## src/rtl/wfifo_pkg.sv

```systemverilog
// rtl/wfifo_pkg.sv - shared defaults, level-width helper and weight type for the weight FIFO bank
package wfifo_pkg;

   localparam int DEF_DATA_W = 8;
   localparam int DEF_DEPTH  = 16;
   localparam int DEF_LANES  = 4;

   typedef logic [DEF_DATA_W-1:0] weight_t;

   // Occupancy must represent 0..depth inclusive, hence one bit more than the pointer.
   function automatic int lvl_w(input int depth);
      return $clog2(depth) + 1;
   endfunction

endpackage

```

## src/rtl/wfifo_lane.sv

```systemverilog
// rtl/wfifo_lane.sv - one weight FIFO lane: storage, pointers, occupancy, push handshake, push_err
module wfifo_lane import wfifo_pkg::*; #(
   parameter int DATA_W = DEF_DATA_W,
   parameter int DEPTH  = DEF_DEPTH
) (
   input  logic                     clk,
   input  logic                     rst,
   input  logic                     push_valid,
   input  logic [DATA_W-1:0]        push_data,
   output logic                     push_ready,
   input  logic                     pop,
   output logic [DATA_W-1:0]        rd_data,
   output logic [lvl_w(DEPTH)-1:0]  level,
   output logic                     push_err
);
   localparam int AW = $clog2(DEPTH);
   localparam int LW = lvl_w(DEPTH);

   logic [DATA_W-1:0] mem [DEPTH];
   logic [AW-1:0]     wr_ptr;
   logic [AW-1:0]     rd_ptr;
   logic              wr_en;

   assign push_ready = (level != LW'(DEPTH));
   assign wr_en      = push_valid && push_ready;
   assign rd_data    = mem[rd_ptr];

   always_ff @(posedge clk) begin
      if (!rst && wr_en) mem[wr_ptr] <= push_data;
   end

   // pop is already qualified by the bank; full/empty come from level only.
   always_ff @(posedge clk) begin
      if (rst) begin
         wr_ptr   <= '0;
         rd_ptr   <= '0;
         level    <= '0;
         push_err <= 1'b0;
      end else begin
         if (wr_en) wr_ptr <= wr_ptr + AW'(1);
         if (pop)   rd_ptr <= rd_ptr + AW'(1);
         if (push_valid && !push_ready) push_err <= 1'b1;
         case ({wr_en, pop})
            2'b10:   level <= level + LW'(1);
            2'b01:   level <= level - LW'(1);
            default: level <= level;
         endcase
      end
   end

endmodule

```

## src/rtl/weight_fifo_bank.sv

```systemverilog
// rtl/weight_fifo_bank.sv - multi-lane weight staging FIFO with row-wide pop
// Optional WFIFO_SKEW_EN: lane i output delayed i extra cycles (diagonal systolic stagger).
module weight_fifo_bank import wfifo_pkg::*; #(
   parameter int DATA_W = DEF_DATA_W,
   parameter int DEPTH  = DEF_DEPTH,
   parameter int LANES  = DEF_LANES
) (
   input  logic                            clk,
   input  logic                            rst,
   input  logic [LANES-1:0]                push_valid,
   input  logic [LANES*DATA_W-1:0]         push_data,
   output logic [LANES-1:0]                push_ready,
   input  logic                            pop,
   output logic                            pop_ready,
   output logic [LANES*DATA_W-1:0]         data_out,
   output logic [LANES-1:0]                out_valid,
   output logic [LANES*lvl_w(DEPTH)-1:0]   level,
   output logic [LANES-1:0]                push_err,
   output logic                            pop_err
);
   localparam int LW = lvl_w(DEPTH);

   logic [LANES*DATA_W-1:0] rd_data;
   logic [LANES-1:0]        nonempty;
   logic                    pop_acc;
   logic [LANES*DATA_W-1:0] row_q;
   logic [LANES-1:0]        vld_q;

   for (genvar gi = 0; gi < LANES; gi++) begin : g_lane
      wfifo_lane #(.DATA_W(DATA_W), .DEPTH(DEPTH)) u_lane (
         .clk        (clk),
         .rst        (rst),
         .push_valid (push_valid[gi]),
         .push_data  (push_data[gi*DATA_W +: DATA_W]),
         .push_ready (push_ready[gi]),
         .pop        (pop_acc),
         .rd_data    (rd_data[gi*DATA_W +: DATA_W]),
         .level      (level[gi*LW +: LW]),
         .push_err   (push_err[gi])
      );
      assign nonempty[gi] = |level[gi*LW +: LW];
   end

   assign pop_ready = &nonempty;
   assign pop_acc   = pop && pop_ready;

   always_ff @(posedge clk) begin
      if (rst) begin
         row_q   <= '0;
         vld_q   <= '0;
         pop_err <= 1'b0;
      end else begin
         vld_q <= {LANES{pop_acc}};
         if (pop_acc) row_q <= rd_data;
         if (pop && !pop_ready) pop_err <= 1'b1;
      end
   end

`ifdef WFIFO_SKEW_EN
   for (genvar gi = 0; gi < LANES; gi++) begin : g_skew
      if (gi == 0) begin : g_direct
         assign data_out[0 +: DATA_W] = row_q[0 +: DATA_W];
         assign out_valid[0]          = vld_q[0];
      end else begin : g_delay
         logic [DATA_W-1:0] d_sr [gi];
         logic              v_sr [gi];
         always_ff @(posedge clk) begin
            if (rst) begin
               for (int k = 0; k < gi; k++) begin
                  d_sr[k] <= '0;
                  v_sr[k] <= 1'b0;
               end
            end else begin
               d_sr[0] <= row_q[gi*DATA_W +: DATA_W];
               v_sr[0] <= vld_q[gi];
               for (int k = 1; k < gi; k++) begin
                  d_sr[k] <= d_sr[k-1];
                  v_sr[k] <= v_sr[k-1];
               end
            end
         end
         assign data_out[gi*DATA_W +: DATA_W] = d_sr[gi-1];
         assign out_valid[gi]                 = v_sr[gi-1];
      end
   end
`else
   assign data_out  = row_q;
   assign out_valid = vld_q;
`endif

endmodule

```

## config.mk

```make
export PLATFORM = sky130hd
export DESIGN_NAME = weight_fifo_bank
export DESIGN_NICKNAME = d
export VERILOG_FILES = /design/src/rtl/wfifo_pkg.sv /design/src/rtl/wfifo_lane.sv /design/src/rtl/weight_fifo_bank.sv
export SDC_FILE = /design/constraint.sdc
export NUM_CORES = 1
export LEC_CHECK = 0
export BUFFER_PORTS_ARGS = -buffer_cell sky130_fd_sc_hd__buf_2
export CORE_ASPECT_RATIO = 1.4
export CORE_MARGIN = 5
export CORE_UTILIZATION = 50
export DETAILED_ROUTE_END_ITERATION = 8
export GPL_ROUTABILITY_DRIVEN = 0
export PLACE_DENSITY = 0.71
export SLEW_MARGIN = 5
export SYNTH_ARGS = -nofsm -noshare
export SYNTH_HDL_FRONTEND = slang
export SYNTH_SLANG_ARGS = --single-unit
```

## constraint.sdc

```tcl
create_clock -name clk -period 3.9 [get_ports clk]
set_input_delay 0.195 -clock clk [delete_from_list [all_inputs] [get_ports clk]]
set_output_delay 0.195 -clock clk [all_outputs]
set_load 0.05 [all_outputs]
```

==> results.py <==
metrics = {
    "setup_path": {
        "path_class": "flop to flop",
        "cp.required_ns": 4.38,
        "worstSetupEndpointType": "flop",
        "cpPeakStageDelay_ns": 0.51,
        "crit_buf_inv": 1,
        "arrival_ns": 4.12,
        "start_kind": "flop",
        "worst_path_most_repeated_cell": "ha_1",
        "crit_path_cell_trace": "or4_1 -> a2bb2oi_2 -> nand3_4 -> inv_4 -> ha_1 -> xor2_1 -> ha_1 -> nor2_1 -> nor3b_1 -> o21ai_0 -> a31oi_1 -> mux2_2",
        "cp_max_fo": 48,
        "worst_path_max_delay_cell": "dfxtp_1",
        "cp_top_family": "adder cells",
    },
    "cts": {
        "clkTransAtPathRegs_ns": 0.06,
        "cts_buffer_depth": 3,
        "clockRootBuffer": "clkbuf_16",
        "cts_setup_buffers": 0,
        "cts_inserted_buffers": 54,
        "cts_tree": "yes",
        "h-tree-depth": 2,
        "clk_latency_ns": 0.61,
        "cts_sinks": 602,
    },
    "power_and_ir_drop": {
        "p_comb_share_pct": 4.0,
        "clock_power_share_pct": 41.5,
        "vdd_drop_max_v": 0.0005259,
        "p_sw_share_pct": 20.84,
        "p_per_area_mw_per_mm2": 477.1,
        "p_int_mw": 10.30,
        "p_leak_nw": 8.952,
        "pwr-share-seq_pct": 54.5,
        "p_sw_mw": 2.710,
        "finalPower_mw": 13.01,
    },
    "placed_design": {
        "dpl.cell_count": 2087,
        "hpwl_um": 32730,
        "io_buffer_count": 104,
    },
    "job": {
        "max_cap_viol_count": 0,
    },
    "yosys": {
        "synthTopCellsByArea": "edfxtp_1 64%, mux4_2 12%, dfxtp_1 7.5%, nand2_1 2.2%, a22oi_1 2.1%",
        "synth_edf_count": 512,
        "synthMostInstantiatedCell": "edfxtp_1",
        "synth_commonest_cells": "512 x edfxtp_1, 139 x nand2_1, 128 x mux4_2, 119 x nor2_1, 90 x dfxtp_1",
        "ys_seq_area_share_pct": 71.29,
        "syn_area_mm2": 0.02409,
        "yosysUniqueCellTypes": 46,
        "synth_top_area_cell": "edfxtp_1",
        "synthesis.nets": 1502,
        "synth_top_flop_cell": "edfxtp_1",
        "synth_top_area_share_pct": 63.81,
        "ys_ff_latch": 602,
        "syn_area_per_cell_um2": 16.88,
        "async_reset_ff_share_pct": 0,
        "ys_warn_count": 0,
        "synth_cells": 1427,
    },
    "finish": {
        "nets": 1622,
        "multi_input_area_mm2": 0.006386,
        "layout.cells.non_filler": 2223,
        "drive_gt1_share_pct": 22.68,
        "final_util_pct": 56.92,
        "fill_cells": 3615,
        "area_delta_synth_final_pct": 13.16,
        "regArea_mm2": 0.01718,
    },
    "detailed_routing": {
        "wire_per_inst_um": 22.45,
        "drc": 0,
        "ant_nets": 0,
        "firstDrtPassIters": 7,
        "routed_wl_um": 49920,
        "via_per_inst": 5.720,
        "vias": 12720,
        "drtIter0Drc": 1008,
    },
    "timing": {
        "fin_hold_ws_ns": 0.02540,
        "period_share_pct": 93.36,
        "worstMarginPinSlew_ns": 0.9154,
        "slew_viol_final": 0,
        "clock-skew-final_ns": 0.02860,
        "finalSetupTns_ns": 0,
        "rsz0062_at_grt": "no",
        "fmax_mhz": 274.6,
        "setup_violations": 0,
        "hold_viol": 0,
        "slew_headroom_pct": 38.75,
        "fin_crit_ns": 3.641,
    },
    "die": {
        "die_y_um": 269.7,
        "placementRows": 95,
        "die_x_um": 195.5,
        "boundaryPins": 105,
        "start_util_pct": 50.30,
        "die-area_mm2": 0.05274,
        "core-area_mm2": 0.04790,
    },
    "worst_hold_path": {
        "hp-class": "input pin to flop",
    },
    "global_routing": {
        "grt_pass1_vias": 13170,
        "grt_pass1_wl_um": 77050,
        "grt_antenna_before_repair": 2,
        "groute.usage.overall_pct": 18.79,
        "gr-total-overflow": 0,
        "grt_max_degree": 69,
    },
    "run_status": {
        "status": "complete, no violations",
    },
}
cell families after synthesis:
logic type                 count (synthesis)  synth area share [%]
buffers and inverters                    111                 2.202
adders and majority gates                 36                 1.870
DFF                                      602                 71.29
xor gates and xnor gates                  36                 1.402
AOI/OAI and AO/OA                        165                 4.487
muxes                                    136                 12.32
and+or+nand+nor                          341                 6.429
metal layers:
layer,share of wire (%),up-vias,GRT usage [%]
met1,38,6501,23.42
met2,53,368,33.22
met3,5.0,92,3.434
met4,3.3,2,6.232
met5,0.026,-,0
li1,-,5753,-
cell type report:
class                   count  area share, %
clock buffers              70          5.397
flip-flops and latches    602          63.02
multi-input cells         714          23.42
diodes                      1       0.009179
well taps                 630          2.891
clock inverters            31          1.271
inverters                  15         0.2157
repair buffers            160          3.772
final timing paths:
check                                 start                     endpoint  slack [ns]  cells past startpoint
hold reg to reg                data_out[21]                 data_out[21]        0.45                      2
hold / removal                push_data[30]  g_lane[3].u_lane.mem[14][6]        0.03                      1
setup reg to reg  g_lane[0].u_lane.level[1]    g_lane[0].u_lane.level[4]        0.26                     12
setup / recovery  g_lane[0].u_lane.level[1]    g_lane[0].u_lane.level[4]        0.26                     12
power groups by stage:
| stage | sequential, mW | combinational [mW] | clock [mW] |
|---|---|---|---|
| 2_1_floorplan | 7.26 | 0.262 | 0 |
| 3_3_place_gp | 7.22 | 0.478 | 0 |
| 6_report | 7.08 | 0.524 | 5.40 |
| 5_1_grt | 7.09 | 0.571 | 5.78 |
| 3_5_place_dp | 7.22 | 0.499 | 0 |
| 4_1_cts | 7.08 | 0.529 | 5.49 |
per-stage QoR:
step                setup slack, ns  cell area (um2)
finish                       0.2589            27260
global route                0.01957            27260
CTS                          0.2953            27260
detailed placement           0.3184            25100
global placement             0.5008            25100
floorplan                    0.2600            24090
sequential cells by signal (all words and copies together), names as in the netlist:
register,count
g_lane.u_lane.mem,512
data_out,32
g_lane.u_lane.level,20
g_lane.u_lane.rd_ptr,16
g_lane.u_lane.wr_ptr,16
g_lane.u_lane.push_err,4
out_valid,1
pop_err,1
layout by cell type (no fill, tap or decap), types with 14 or more instances in the layout:
cell type,netlist,layout
buf_2,26,103
a22oi_1,68,68
nand2_1,139,139
dlygate4sd3_1,0,34
edfxtp_1,512,512
ha_1,36,36
clkbuf_16,0,54
dfxtp_1,90,86
nor2_1,119,119
mux4_2,128,128
buf_4,11,23
inv_1,14,14
xor2_1,24,24
a21oi_1,53,53
what timing repair did:
item / in CTS / in global routing
hold endpoints to repair: 453 / 0
resized for setup: 0 / 0
hold buffers: 34 / 0
Note: power is estimated with default switching activity, not from simulation.
